--- src/rtl/keypad_scan.sv ---
// keypad_scan: 4x4 active-low matrix keypad scanner with frame-level debounce,
// one-cycle key_valid pulse and a 4-digit shift register of accepted codes.
module keypad_scan #(
    parameter int SCAN_DIV = 4000,
    parameter int DEBOUNCE = 4
) (
    input  logic        clk,
    input  logic        rst_n,
    input  logic [3:0]  col_in,
    output logic [3:0]  row_out,
    output logic [3:0]  key_code,
    output logic        key_valid,
    output logic        key_held,
    output logic [15:0] num_out
);
    localparam int DW = $clog2(SCAN_DIV);
    localparam int CW = $clog2(DEBOUNCE + 1);
    // nibble {r,c} holds the hex code of the key at row r, column c
    localparam logic [63:0] MAP = 64'hDF0E_C987_B654_A321;

    typedef enum logic [1:0] {IDLE, PRESS, HELD} state_t;
    state_t state, state_nx;

    logic [3:0]    sync1, col_s;
    logic [DW-1:0] div;
    logic [1:0]    r;
    logic          tick, frame_end;
    logic [2:0]    low_cnt, sum;
    logic [1:0]    col_idx, hits, f_hits;
    logic [3:0]    row_code, code_acc, f_code;
    logic [3:0]    cand, cand_nx;
    logic [CW-1:0] cnt, cnt_nx, rcnt, rcnt_nx;
    logic          single, none, accept;

    assign tick      = div == DW'(SCAN_DIV - 1);
    assign frame_end = tick && r == 2'd3;
    assign row_out   = ~(4'b0001 << r);
    assign key_held  = state == HELD;

    assign low_cnt  = {2'b0, ~col_s[0]} + {2'b0, ~col_s[1]} + {2'b0, ~col_s[2]} + {2'b0, ~col_s[3]};
    assign col_idx  = !col_s[0] ? 2'd0 : !col_s[1] ? 2'd1 : !col_s[2] ? 2'd2 : 2'd3;
    assign row_code = MAP[{r, col_idx, 2'b00} +: 4];
    assign sum      = {1'b0, hits} + low_cnt;
    assign f_hits   = sum > 3'd1 ? 2'd2 : sum[1:0];
    assign f_code   = hits == 2'd0 ? row_code : code_acc;
    assign single   = f_hits == 2'd1;
    assign none     = f_hits == 2'd0;

    always_comb begin
        state_nx = state;
        cand_nx  = cand;
        cnt_nx   = cnt;
        rcnt_nx  = rcnt;
        accept   = 1'b0;
        if (frame_end) begin
            case (state)
                IDLE: if (single) begin
                    cand_nx = f_code;
                    cnt_nx  = CW'(1);
                    if (DEBOUNCE == 1) begin
                        accept   = 1'b1;
                        state_nx = HELD;
                        rcnt_nx  = '0;
                    end else begin
                        state_nx = PRESS;
                    end
                end
                PRESS: if (!single) begin
                    state_nx = IDLE;
                end else if (f_code != cand) begin
                    cand_nx = f_code;
                    cnt_nx  = CW'(1);
                end else begin
                    cnt_nx = cnt + 1'b1;
                    if (cnt_nx == CW'(DEBOUNCE)) begin
                        accept   = 1'b1;
                        state_nx = HELD;
                        rcnt_nx  = '0;
                    end
                end
                HELD: if (none) begin
                    rcnt_nx  = rcnt + 1'b1;
                    state_nx = rcnt_nx == CW'(DEBOUNCE) ? IDLE : HELD;
                end else begin
                    rcnt_nx = '0;
                end
                default: state_nx = IDLE;
            endcase
        end
    end

    always_ff @(posedge clk or negedge rst_n) begin
        if (!rst_n) begin
            sync1     <= 4'b1111;
            col_s     <= 4'b1111;
            div       <= '0;
            r         <= 2'd0;
            hits      <= 2'd0;
            code_acc  <= 4'd0;
            state     <= IDLE;
            cand      <= 4'd0;
            cnt       <= '0;
            rcnt      <= '0;
            key_valid <= 1'b0;
            key_code  <= 4'd0;
            num_out   <= 16'h0000;
        end else begin
            sync1     <= col_in;
            col_s     <= sync1;
            div       <= tick ? '0 : div + 1'b1;
            r         <= tick ? r + 2'd1 : r;
            hits      <= tick ? (frame_end ? 2'd0 : f_hits) : hits;
            code_acc  <= tick && !frame_end ? f_code : code_acc;
            state     <= state_nx;
            cand      <= cand_nx;
            cnt       <= cnt_nx;
            rcnt      <= rcnt_nx;
            key_valid <= accept;
            key_code  <= accept ? cand_nx : key_code;
            num_out   <= accept ? {num_out[11:0], cand_nx} : num_out;
        end
    end
endmodule
--- config.mk ---
export PLATFORM = sky130hd
export DESIGN_NAME = keypad_scan
export DESIGN_NICKNAME = d
export VERILOG_FILES = /design/src/rtl/keypad_scan.sv
export SDC_FILE = /design/constraint.sdc
export NUM_CORES = 1
export LEC_CHECK = 0
export CAP_MARGIN = 5
export CELL_PAD_IN_SITES_DETAIL_PLACEMENT = 0
export CELL_PAD_IN_SITES_GLOBAL_PLACEMENT = 1
export CORE_MARGIN = 5
export CORE_UTILIZATION = 25
export DETAILED_ROUTE_END_ITERATION = 10
export HOLD_SLACK_MARGIN = 0.12
export PLACE_DENSITY = 0.55
export SYNTH_ARGS = -nofsm -noshare
export SYNTH_HDL_FRONTEND = slang
export SYNTH_SLANG_ARGS = --single-unit
--- constraint.sdc ---
create_clock -name clk -period 4.03 [get_ports clk]
set_input_delay 0.806 -clock clk [delete_from_list [all_inputs] [get_ports clk]]
set_output_delay 0.806 -clock clk [all_outputs]
set_load 0.01 [all_outputs]
==> flow_metrics.env <==
export IMPL_outcome="finished, final reports clean"
export IMPL_syn_nets=298
export IMPL_power_density_mw_per_mm2=352
export IMPL_grt_max_degree=36
export IMPL_critPathArrivalTime_ns=3.84
export IMPL_avgSynthCellArea_um2=10.9
export IMPL_pwr_share_seq_pct=44.5
export IMPL_grtUsageTotal_pct=9.52
export IMPL_netlist_area_mm2=0.00300
export IMPL_critPathLaunchType="register"
export IMPL_rsz0062_at_grt="false"
export IMPL_grt_pass1_vias=2206
export IMPL_fp_coreArea_mm2=0.0119
export IMPL_synth_cell_type_count=52
export IMPL_worstMarginPinSlew_ns=0.801
export IMPL_syn_to_final_growth_pct=24.0
export IMPL_ys_seq_elements=57
export IMPL_cts_tree="yes"
export IMPL_crit_required_ns=4.23
export IMPL_switching_share_pct=22.8
export IMPL_drt_iter0_markers=84
export IMPL_setup_violations=0
export IMPL_final_common_cell="dfrtp_1"
export IMPL_maxCapViolCount=0
export IMPL_routed_via_density=4.38
export IMPL_antenna_cells=0
export IMPL_clock_sinks=57
export IMPL_antenna_found_initial=0
export IMPL_post_cts_buffers=0
export IMPL_clock_skew_ns=0.00440
export IMPL_yosys_most_used_dff="dfrtp_1"
export IMPL_cts_path_max_buffers=2
export IMPL_grt_overflow_total=0
export IMPL_design_area_mm2=0.00372
export IMPL_postCtsHoldBufs=0
export IMPL_io_buffers=31
export IMPL_drc=0
export IMPL_hold_path_class="register to register"
export IMPL_final_cell_mix="49 x dfrtp_1, 30 x clkdlybuf4s50_1, 28 x nor2_1"
export IMPL_clk_latency_ns=0.32
export IMPL_end_kind="register"
export IMPL_ys_async_sr_fraction_pct=100
export IMPL_ys_top_cells_by_area="dfrtp_1 41%, dfstp_2 7.0%, ha_1 5.8%"
export IMPL_internal_power_mw=1.01
export IMPL_synth_warnings=0
export IMPL_num_rows=40
export IMPL_p_comb_share_pct=4.1
export IMPL_dieArea_mm2=0.0143
export IMPL_p_leak_nw=1.71
export IMPL_clk_transition_reported_paths_ns=0.05
export IMPL_start_util_pct=25.2
export IMPL_clkPwrFrac_pct=51.4
export IMPL_ctsResizeCount=0
export IMPL_netlist_instances=275
export IMPL_wl_per_cell_um=13.4
export IMPL_drv_slew=0
export IMPL_dr_pass1_iters=4
export IMPL_routed_wl_um=6160
export IMPL_dpl_instance_area_mm2=0.00346
export IMPL_htree_num_levels=3
export IMPL_critPathMaxFanout=17
export IMPL_slew_headroom_pct=46.6
export IMPL_grt_pass1_wl_um=11000
export IMPL_critical_path_class="register to register"
export IMPL_synth_edf_count=0
export IMPL_hold_violations=0
export IMPL_min_period_ns=3.65
export IMPL_antenna_left=0
export IMPL_fin_setup_tns_ns=0
export IMPL_switchingPower_uw=299
export IMPL_fmax_mhz=274
export IMPL_gp_congestion=0.762
export IMPL_whs_ns=0.357
export IMPL_fp_dieW_um=120
export IMPL_synth_seq_area_share_pct=47.9
export IMPL_cts_inserted_buffers=9
export IMPL_routed_via_count=2017
export IMPL_num_io_pins=32
export IMPL_drive_gt1_share_pct=15.9
export IMPL_total_power_mw=1.31
export IMPL_post_route_period_util_pct=90.5
export IMPL_irDropWorstVdd_uv=218
export IMPL_die_h_um=120
export IMPL_final_nets=332
export IMPL_hpwl_um=4460
export IMPL_synth_top_cell_area_share_pct=40.9
export IMPL_ctsRootBufferMaster="clkbuf_16"
export IMPL_synth_area_leader_cell="dfrtp_1"
==> cell usage after synthesis (all sizes together), types with 5 or more instances <==
cell type,n
and2,6
dfstp,8
xnor2,5
buf,8
and3,5
nand2,18
a21oi,6
o21ai,10
inv,21
dfrtp,49
a31oi,5
mux2,19
ha,14
nand4,6
nor2,28
nand3,9
xor2,6
nor3,7
==> power groups by stage <==
stage | clock network (mW) | registers [mW] | logic (mW)
detailed placement | 0 | 0.593 | 0.0556
finish | 0.673 | 0.583 | 0.0539
CTS | 0.700 | 0.583 | 0.0560
floorplan | 0 | 0.592 | 0.0279
global placement | 0 | 0.593 | 0.0557
global route | 0.724 | 0.584 | 0.0626
==> per-stage QoR <==
| stage | worst slack, ns | std cells | util [%] |
|---|---|---|---|
| final | 0.385 | 461 | 31.2 |
| after CTS | 0.329 | 461 | 31.2 |
| after detailed placement | 0.335 | 445 | 29.0 |
| after global routing | 0.0697 | 461 | 31.2 |
| after floorplan | 0.578 | 275 | - |
| after global placement | 0.470 | 445 | 29.0 |
==> registers in the layout, indices dropped and copies added (netlist names), 2 cells and up <==
| name | cells |
|---|---|
| div | 12 |
| rcnt | 3 |
| cnt | 3 |
| cand | 4 |
| r | 2 |
| hits | 2 |
| col_s | 4 |
| key_code | 3 |
| code_acc | 4 |
| num_out | 13 |
| sync1 | 4 |
| state | 2 |
==> critical path: stages, from the launching register on <==
cell and delay [ns]:
dfstp_2 0.39, fa_1 0.54, inv_1 0.05, fa_1 0.38, fa_1 0.49, nor4b_1 0.40, nand3_1 0.26, nor2_1 0.30
nand3_4 0.30, mux2_1 0.41
==> per-layer routing <==
layer / wire length, um / global-route usage [%] / up-vias
li1: - / - / 1010
met1: 2960 / 11.9 / 975
met2: 2930 / 15.6 / 24
met3: 131 / 2.03 / 8
met4: 143 / 4.80 / 0
met5: 0 / 0 / -
==> worst paths after layout <==
check                      startpoint     endpoint  slack (ns)  cells after the start
setup / recovery             col_s[0]   num_out[6]        0.38                      9
hold / removal               sync1[3]     col_s[3]        0.36                      0
setup reg to reg             col_s[0]   num_out[6]        0.38                      9
hold reg to reg              sync1[3]     col_s[3]        0.36                      0
max in group asynchronous       rst_n     sync1[3]        2.59                      2
min in group asynchronous       rst_n  num_out[14]        0.57                      1
==> cell type report <==
type                    instances  area (um2)
fillers                      1229        8190
flip-flops and latches         57        1440
multi-input cells             185        1420
repair buffers                 35         335
clock buffers                  10         229
well taps                     147         184
inverters                      21        78.8
clock inverters                 6        35.0
==> logic make-up (layout without fill, tap and decap cells) <==
group,Yosys count,after routing,synth area share (%)
buf+inv,33,72,5.21
compound gates,36,36,8.59
mux,22,22,9.26
fa+ha+maj,17,17,7.84
xor+xnor,11,11,3.21
simple gates,99,99,18.0
flops,57,57,47.9
No activity file was read; power rests on OpenSTA's default activity.
